## src/rtl/demux_dispatcher_if.sv

```systemverilog
// Handshake bundle: one producer stream in, NUM_OUT consumer channels out.
// slave = dispatcher side, master = producer/consumer side.
interface demux_dispatcher_if #(
  parameter int WIDTH   = 8,
  parameter int NUM_OUT = 2
);
  logic               in_valid;
  logic               in_ready;
  logic [WIDTH-1:0]   in_data;
  logic [NUM_OUT-1:0] out_valid;
  logic [NUM_OUT-1:0] out_ready;
  logic [WIDTH-1:0]   out_data;

  modport slave (
    input  in_valid, in_data, out_ready,
    output in_ready, out_valid, out_data
  );

  modport master (
    output in_valid, in_data, out_ready,
    input  in_ready, out_valid, out_data
  );
endinterface

```

## src/rtl/demux_dispatcher.sv

```systemverilog
// Round-robin 1-to-N dispatcher with a one-entry hold register.
// Optional stall retarget enabled by macro DEMUX_TIMEOUT_EN.
module demux_dispatcher #(
  parameter int WIDTH   = 8,
  parameter int NUM_OUT = 2,
  parameter int SEL_W   = 1,
  parameter int TIMEOUT = 15
) (
  input  logic                 clk,
  input  logic                 rst,
  demux_dispatcher_if.slave    bus,
  output logic [SEL_W-1:0]     cur_sel,
  output logic [15:0]          tx_count
);

  typedef enum logic {
    IDLE,
    HOLD
  } state_t;

  state_t             state;
  state_t             state_nxt;
  logic [WIDTH-1:0]   hold_q;
  logic [NUM_OUT-1:0] sel_oh;
  logic [SEL_W-1:0]   sel_inc;
  logic               deliver;
  logic               accept;
  logic               retarget;

  // Decode pointer to a channel mask and compute its wrapped successor
  always_comb begin
    sel_oh  = NUM_OUT'(1) << cur_sel;
    sel_inc = (cur_sel == SEL_W'(NUM_OUT - 1)) ? '0 : cur_sel + 1'b1;
  end

  // Next state and handshake outputs
  always_comb begin
    state_nxt     = state;
    bus.in_ready  = 1'b0;
    bus.out_valid = '0;
    deliver       = 1'b0;
    unique case (state)
      IDLE: begin
        bus.in_ready = 1'b1;
        if (bus.in_valid) state_nxt = HOLD;
      end
      HOLD: begin
        bus.out_valid = sel_oh;
        deliver       = |(bus.out_ready & sel_oh);
        bus.in_ready  = deliver;
        if (deliver && !bus.in_valid) state_nxt = IDLE;
      end
      default: state_nxt = IDLE;
    endcase
  end

  assign accept       = bus.in_valid & bus.in_ready;
  assign bus.out_data = hold_q;

`ifdef DEMUX_TIMEOUT_EN
  localparam int CW = $clog2(TIMEOUT + 1);

  logic [CW-1:0] stall_q;

  assign retarget = (state == HOLD) && !deliver &&
                    (stall_q == CW'(TIMEOUT - 1));

  // Stall counter, cleared outside HOLD, on delivery and on retarget
  always_ff @(posedge clk) begin
    if (rst)
      stall_q <= '0;
    else if (state != HOLD || deliver || retarget)
      stall_q <= '0;
    else
      stall_q <= stall_q + 1'b1;
  end
`else
  assign retarget = 1'b0;
`endif

  // State register
  always_ff @(posedge clk) begin
    if (rst) state <= IDLE;
    else     state <= state_nxt;
  end

  // Hold register captures only on an accepted handshake
  always_ff @(posedge clk) begin
    if (rst)         hold_q <= '0;
    else if (accept) hold_q <= bus.in_data;
  end

  // Pointer advances on delivery or retarget; count only deliveries
  always_ff @(posedge clk) begin
    if (rst) begin
      cur_sel  <= '0;
      tx_count <= '0;
    end else if (deliver) begin
      cur_sel  <= sel_inc;
      tx_count <= tx_count + 16'd1;
    end else if (retarget) begin
      cur_sel  <= sel_inc;
    end
  end

endmodule

```

## src/flat_wrapper.sv

```systemverilog
// flat-port wrapper written by rule: the top's interface ports become plain ports
module demux_dispatcher_flat 
#(
  parameter int WIDTH   = 8,
  parameter int NUM_OUT = 2,
  parameter int SEL_W   = 1,
  parameter int TIMEOUT = 15
)
  (clk, rst, cur_sel, tx_count, bus_in_valid, bus_in_data, bus_out_ready, bus_in_ready, bus_out_valid, bus_out_data);
  demux_dispatcher_if #(.WIDTH(WIDTH), .NUM_OUT(NUM_OUT)) bus_i ();
  input  logic clk;
  input  logic rst;
  output logic [SEL_W-1:0] cur_sel;
  output logic [15:0] tx_count;
  input wire logic [$bits(bus_i.in_valid)-1:0] bus_in_valid;
  input wire logic [$bits(bus_i.in_data)-1:0] bus_in_data;
  input wire logic [$bits(bus_i.out_ready)-1:0] bus_out_ready;
  output wire logic [$bits(bus_i.in_ready)-1:0] bus_in_ready;
  output wire logic [$bits(bus_i.out_valid)-1:0] bus_out_valid;
  output wire logic [$bits(bus_i.out_data)-1:0] bus_out_data;
  assign bus_i.in_valid = bus_in_valid;
  assign bus_i.in_data = bus_in_data;
  assign bus_i.out_ready = bus_out_ready;
  assign bus_in_ready = bus_i.in_ready;
  assign bus_out_valid = bus_i.out_valid;
  assign bus_out_data = bus_i.out_data;
  demux_dispatcher #(.WIDTH(WIDTH), .NUM_OUT(NUM_OUT), .SEL_W(SEL_W), .TIMEOUT(TIMEOUT)) u_core (.clk(clk), .rst(rst), .bus(bus_i), .cur_sel(cur_sel), .tx_count(tx_count));
endmodule
```

## config.mk

```make
export PLATFORM = sky130hd
export DESIGN_NAME = demux_dispatcher_flat
export DESIGN_NICKNAME = d
export VERILOG_FILES = /design/src/rtl/demux_dispatcher_if.sv /design/src/rtl/demux_dispatcher.sv /design/src/flat_wrapper.sv
export SDC_FILE = /design/constraint.sdc
export NUM_CORES = 1
export LEC_CHECK = 0
export ABC_CLOCK_PERIOD_IN_PS = 2400
export CAP_MARGIN = 10
export CORE_UTILIZATION = 25
export CTS_BUF_LIST = sky130_fd_sc_hd__clkbuf_2
export DETAILED_ROUTE_END_ITERATION = 16
export GPL_TIMING_DRIVEN = 0
export SLEW_MARGIN = 25
export SYNTH_ARGS = -nofsm -noshare
export SYNTH_HDL_FRONTEND = slang
export SYNTH_SLANG_ARGS = --single-unit
```

## constraint.sdc

```tcl
create_clock -name clk -period 2.4 [get_ports clk]
set_input_delay 0.36 -clock clk [delete_from_list [all_inputs] [get_ports clk]]
set_output_delay 0.36 -clock clk [all_outputs]
set_load 0.03 [all_outputs]
```

==> results of run 1 <==
[layout make-up]
cell class                 count  area (sq um)  area share (%)
buffer                         6          25.0            1.53
clock buffer                   3          15.0           0.915
clock inverter                 1          3.75           0.229
inverter                       1          3.75           0.229
multi-input combinational     93           616            37.5
sequential                    26           522            31.8
tap                           52          65.1            3.97
timing repair buffer          39           390            23.8
[metrics by stage]
step | hold WS (ns) | worst slack (ns) | area (sq um) | power, uW
4_1_cts | 0.419 | 0.0487 | 1630 | 765
3_3_place_gp | 0.479 | 0.101 | 1610 | 589
2_1_floorplan | 0.457 | 0.601 | 1150 | 533
5_1_grt | 0.420 | 0.0853 | 1640 | 797
6_report | 0.412 | 0.205 | 1640 | 758
3_5_place_dp | 0.487 | 0.0999 | 1610 | 589
[state kept, by name (all words and copies together), names as in the netlist]
signal / cells
u_core.cur_sel: 1
u_core.bus.out_data: 8
u_core.state: 1
u_core.tx_count: 16
[cells in the final DEF, fill, tap and decap left out, drive strengths merged, types with 5 or more instances in the layout]
cell	Yosys	layout
a21oi	8	8
clkbuf	4	7
clkdlybuf4s50	0	39
dfxtp	26	26
mux2i	9	9
nand2	7	7
nand3	8	8
nor2	19	19
xor2	5	5
[power groups by stage]
stage / clock (uW) / sequential (uW) / combinational, uW
global route: 201 / 458 / 138
CTS: 181 / 455 / 129
floorplan: 0 / 484 / 49.0
finish: 173 / 455 / 129
detailed placement: 0 / 462 / 127
global placement: 0 / 462 / 127
[logic make-up after synthesis]
kind of cell,Yosys count
DFF,26
xor gates and xnor gates,8
and+or+nand+nor,57
AOI/OAI and AO/OA,15
muxes,12
buffers and inverters,7
adders and majority gates,1
[worst max-delay path, delay by kind of cell, from the launching register on]
family,cells,cell delay (ns)
buffers and inverters,1,0.59
DFF,1,0.48
muxes,1,0.33
and+or+nand+nor,1,0.08
[routing by layer]
layer	track usage [%]	part of all wire, %	up-vias
met5	0	0	-
met4	2.00	1.3	0
met3	4.33	6.6	4
met2	16.5	42	33
met1	14.3	50	466
li1	-	-	530
[worst paths after layout]
| kind | start | depth (start not counted) | slack [ns] | to |
|---|---|---|---|---|
| worst min-delay path | rst | 2 | 0.41 | u_core.tx_count[11]$_SDFFE_PP0P_ |
| worst min register to register | u_core.tx_count[1]$_SDFFE_PP0P_ | 2 | 0.51 | u_core.tx_count[1]$_SDFFE_PP0P_ |
| worst max-delay path | u_core.cur_sel$_SDFFE_PP0P_ | 3 | 0.20 | bus_in_ready |
| worst max register to register | u_core.tx_count[2]$_SDFFE_PP0P_ | 4 | 0.55 | u_core.tx_count[15]$_SDFFE_PP0P_ |
[timing repair]
item / CTS / global route
pin swaps: 0 / 0
endpoints found under the setup margin: 1 / 1
resized for setup: 1 / 2
hold buffers: 0 / 0
==> metrics.md, run 1 <==
| Metric | Value |
|---|---|
| Number of port buffers | `39` |
| Clk pwr share | `between 20% and 30%` |
| Int Pwr | `543 uW` |
| Drt first pass iters | `4` |
| PwrDens | `462 nW/um^2` |
| Clock Skew | `between 0.008 and 0.009 ns` |
| TritonCTS clock tree | `yes` |
| DR iter-0 viols | `26` |
| Fillers | `452` |
| Core box area | `roughly 4400 sq um` |
| Synthesized cell area | `1150 sq um` |
| Bufs on Longest Clock Path | `2` |
| Die H | `69.9 um` |
| Leakage | `0.000572 uW` |
| Htree depth | `1` |
| Sw frac | `28.4%` |
| Slew @ Worst Pin | `0.488 ns` |
| Root Buffer | `clkbuf_2` |
| Dominant cell type by area after synthesis | `dfxtp_1` |
| Hold WC Path Type | `input pin to register` |
| CP startpoint kind | `register` |
| Crit Path Class | `register to output pin` |
| Top-count cell post-synth | `dfxtp_1` |
| Simple-gate share of the synthesized area | `26.9%` |
| Arrival time worst endpoint | `1.84 ns` |
| Ys async rst share | `0%` |
| RSZ-0062 raised after global routing | `false` |
| MaxCap Viol Count | `0` |
| Crit end category | `output pin` |
| Initial Util | `26.3%` |
| Clk sinks | `26` |
| Synth Area per Inst | `9.15 sq um` |
| Num CTS Buffers | `3` |
| Syn Inst Count | `roughly 130` |
| Wire per inst | `11.9 um` |
| Compound-Gate Fraction of Synth Area | `7.17%` |
| Layout cell share with drive strength beyond 1 | `just under 9%` |
| Main flop type after synthesis | `dfxtp_1` |
| Largest family of logic cells by synthesized area | `simple AND/OR/NAND/NOR gates` |
| Crit path largest cell delay | `0.59 ns` |
| # diodes | `0` |
| Full die area | `4880 sq um` |
| Top cell type's share of synthesized area | `between 40% and 50%` |
| Final Non-Filler Cells | `about 220` |
| Final TNS setup | `0 ns` |
| Die W | `between 60 and 70 um` |
| Multiplexer area fraction after synthesis | `between 10% and 20%` |
| Status | `completed` |
| Post-route minimum period | `2.20 ns` |
| Clock Latency Late Sink | `0.36 ns` |
| Detail Route Antenna Nets | `0` |
| Remaining DRCs | `0` |
| Largest net degree at the start of global routing | `15` |
| Syn-to-layout area delta | `42.3%` |
| Vias in the first global route | `926` |
| Inst Count DP | `217` |
| P_sw | `216 uW` |
| DR vias | `roughly 1000` |
| Top area cells in the synthesized netlist | `dfxtp_1 (45%), mux2i_1 (7.8%), nor2_1 (6.2%)` |
| FF+latch count, synth | `26` |
| Max VDD drop | `0.386 mV` |
| Total track usage | `10.7%` |
| Via/cell ratio | `4.67` |
| Final setup vio count | `0` |
| Postcts setup bufs | `0` |
| Number of core rows | `24` |
| Critical path's slowest cell | `clkdlybuf4s50_1` |
| EDFF count, synth | `0` |
| Slew HR | `roughly two thirds` |
| Library cells used by synthesis | `33` |
| Most instantiated cells after synthesis | `dfxtp_1 (26), nor2_1 (19), mux2i_1 (9)` |
| IO Pins | `slightly above 40` |
| CP cell instances | `mux2i_4 > nand2_1 > clkdlybuf4s50_1` |
| Total wire length | `between 2000 and 3000 um` |
| Final hold violations | `0` |
| Final period util | `between 90% and 100%` |
| Final core utilization | `37.4%` |
| Total Nets Final | `about 180` |
| Post-synthesis xor/xnor area fraction | `6.08%` |
| Combinational share of power | `17.1%` |
| Initial antenna violation count | `0` |
| Net count after synthesis | `140` |
| Final Slew Violations | `0` |
| Adder-cell share of the synthesized area | `1.09%` |
| Clock-pin transition on the worst setup and hold timing paths | `0.26 ns` |
| GR Overflow Total | `0` |
| Register area share after synthesis | `between 40% and 50%` |
| Routability cong. | `roughly 0.68` |
| CP Data Required Time | `2.04 ns` |
| Maximum clock frequency | `~0.46 GHz` |
| Flop pwr share | `around 60%` |
| First-pass GRT wire length | `4240 um` |
| Hpwl dp | `between 1500 and 2000 um` |
| Critical-path maximum fanout | `6` |
| Synth Warn # | `0` |
(Power assumes the default switching activity.)
==> run 2: changes to the inputs <==
- TNS_END_PERCENT: default -> 10
==> results of run 2 <==
The final DEF is identical to that of run 1; final timing and power are the same.
==> run 3: changes to the inputs <==
- ABC_CLOCK_PERIOD_IN_PS: 2400 -> 1950
- clock period: 2.4 -> 1.95 ns (I/O delays scaled with it)
==> metrics.md, run 3 (same netlist as run 1, synthesis figures left out) <==
| Metric | Value |
|---|---|
| Clock-pin transition on the worst setup and hold timing paths | `0.24 ns (-0.02 ns)` |
| Initial antenna violation count | `0 (unchanged)` |
| P_sw | `264 uW (+22%)` |
| Postcts setup bufs | `0 (unchanged)` |
| RSZ-0062 raised after global routing | `false` |
| Status | `completed` |
| Leakage | `0.000598 uW (+4.5%)` |
| Final Slew Violations | `0 (unchanged)` |
| # diodes | `0 (unchanged)` |
| Final setup vio count | `0 (unchanged)` |
| CP Data Required Time | `1.66 ns (-0.38 ns)` |
| Via/cell ratio | `4.66 (-0.29%)` |
| DR vias | `1030 (-0.29%)` |
| Final TNS setup | `0 ns (unchanged)` |
| Flop pwr share | `60.2% (+0.2 points)` |
| Largest net degree at the start of global routing | `15 (unchanged)` |
| Slew HR | `67.8% (+0.30 points)` |
| Final core utilization | `37.7% (+0.31 points)` |
| Critical-path maximum fanout | `7 (+1)` |
| Crit path largest cell delay | `0.71 ns (+0.12 ns)` |
| Reg2reg end | `u_core.tx_count[15]$_SDFFE_PP0P_` |
| Layout cell share with drive strength beyond 1 | `10.1% (+1.2 points)` |
| Top reg by flops | `u_core.tx_count` |
| Final hold violations | `0 (unchanged)` |
| R2R depth | `4 (unchanged)` |
| Clk pwr share | `22.9% (about the same)` |
| Vias in the first global route | `928 (+0.22%)` |
| Top delay family on crit path | `buffers and inverters` |
| Routability cong. | `0.679 (unchanged)` |
| Core box area | `4380 sq um (unchanged)` |
| Die H | `69.9 um (unchanged)` |
| Number of port buffers | `39 (unchanged)` |
| Int Pwr | `665 uW (+23%)` |
| Slew @ Worst Pin | `0.483 ns (-0.00453 ns)` |
| Detail Route Antenna Nets | `0 (unchanged)` |
| Final period util | `95.7%` |
| Num CTS Buffers | `3 (unchanged)` |
| Htree depth | `1 (unchanged)` |
| Wire per inst | `11.8 um (-0.69%)` |
| CP startpoint kind | `register` |
| Drt first pass iters | `4 (unchanged)` |
| Crit end category | `output pin` |
| MaxCap Viol Count | `0 (unchanged)` |
| Crit Path Class | `register to output pin` |
| Root Buffer | `clkbuf_2` |
| Met1 WL | `1320 um (about the same)` |
| Clk sinks | `26 (unchanged)` |
| Total Nets Final | `184 (unchanged)` |
| GR Overflow Total | `0 (unchanged)` |
| Combinational share of power | `16.9% (-0.2 points)` |
| Total wire length | `2610 um (-0.69%)` |
| Hold WC Path Type | `input pin to register` |
| Setup crit end | `tx_count[2]` |
| Max FFs per register | `16 (unchanged)` |
| Max Used Layer | `met4` |
| Arrival time worst endpoint | `1.57 ns (-0.27 ns)` |
| First-pass GRT wire length | `4260 um (+0.49%)` |
| Die W | `69.9 um (unchanged)` |
| Initial Util | `26.3% (unchanged)` |
| Critical path's slowest cell | `clkdlybuf4s50_1` |
| IO Pins | `41 (unchanged)` |
| Hold-fix buffer count after cts | `0 (unchanged)` |
| Buf+Inv Stages, Crit Path | `1 (unchanged)` |
| DR iter-0 viols | `69 (+170%)` |
| Routed wl met3 | `164 um (-5.2%)` |
| R2r setup slk | `0.15 ns (-0.40 ns)` |
| Maximum clock frequency | `between 0.5 and 0.6 GHz` |
| Crit path depth | `1 (-2)` |
| Most frequent cells in the layout | `clkdlybuf4s50_1 (35), dfxtp_1 (25), nor2_1 (19), a21oi_1 (8), mux2i_1 (8)` |
| Total track usage | `10.8% (+0.091 points)` |
| CP cell instances | `clkdlybuf4s50_1` |
| Max VDD drop | `0.477 mV (+24%)` |
| Post-route minimum period | `approximately 1.9 ns` |
| Hpwl dp | `1820 um (unchanged)` |
| Worst reg2reg startpoint | `u_core.tx_count[2]$_SDFFE_PP0P_` |
| Clock Latency Late Sink | `0.36 ns (about the same)` |
| PwrDens | `561 nW/um^2 (+21%)` |
| Crit path from | `u_core.tx_count[2]$_SDFFE_PP0P_` |
| Full die area | `4880 sq um (unchanged)` |
| Clock Skew | `0.00959 ns (+0.000939 ns)` |
| TritonCTS clock tree | `yes` |
| Most common cell after layout, fill and taps aside | `clkdlybuf4s50_1` |
| Sw frac | `28.4% (-0.044 points)` |
| Syn-to-layout area delta | `43.5%` |
| Bufs on Longest Clock Path | `2 (unchanged)` |
| Remaining DRCs | `0 (unchanged)` |
| Number of core rows | `24 (unchanged)` |
| WL met2 | `1100 um (+0.73%)` |
## run 3: changes by cell type in the layout (fill, tap and decap cells not counted), sizes merged
| cell | delta |
|---|---|
| clkdlybuf4s50 | -4 |
| dlymetal6s2s | +1 |
| dlygate4sd2 | +3 |
## run 3: area by class of cell
cell class	instances	area, sq um
timing repair buffer	39	389
buffer	6	25.0
fill	455	2730
inverter	1	3.75
sequential	26	524
tap	52	65.1
clock inverter	1	3.75
multi-input combinational	93	628
clock buffer	3	15.0
## run 3: per-layer routing
metal | global-route usage, % | vias up
li1 | - | 527
met1 | 14.2 | 472
met2 | 16.9 | 29
met3 | 4.33 | 2
met4 | 2.00 | 0
met5 | 0 | -
## run 3: how the worst min path moves through the flow
stage	startpoint	endpoint	slack (ns)	cells after the start
6_report	rst	u_core.tx_count[11]$_SDFFE_PP0P_	0.34	2
5_1_grt	rst	u_core.tx_count[11]$_SDFFE_PP0P_	0.35	2
4_1_cts	rst	u_core.tx_count[11]$_SDFFE_PP0P_	0.35	2
3_5_place_dp	u_core.bus.out_data[4]$_SDFFE_PP0P_	u_core.bus.out_data[4]$_SDFFE_PP0P_	0.49	2
3_3_place_gp	u_core.bus.out_data[5]$_SDFFE_PP0P_	u_core.bus.out_data[5]$_SDFFE_PP0P_	0.48	2
2_1_floorplan	bus_out_ready[1]	u_core.cur_sel$_SDFFE_PP0P_	0.39	1
## run 3: power by group through the flow
stage               clock network (uW)  logic [uW]  registers [uW]
CTS                                223         158             560
detailed placement                   0         157             568
floorplan                            0        60.4             595
finish                             212         157             559
global placement                     0         156             569
global route                       247         168             562
## run 3: timing repair
item | CTS | global route
setup endpoints to repair | 3 | 4
gates resized for setup | 6 | 4
hold endpoints to repair | 0 | 0
## run 3: through the flow
step                std cells  instance area (sq um)  power (uW)  hold WS (ns)  worst slack (ns)
floorplan                 126                   1150         656         0.389             0.151
global placement          217                   1610         725         0.479            -0.214
detailed placement        217                   1610         725         0.487            -0.215
CTS                       221                   1640         942         0.352            0.0440
global route              221                   1650         978         0.352          0.000122
finish                    221                   1650         928         0.344            0.0844
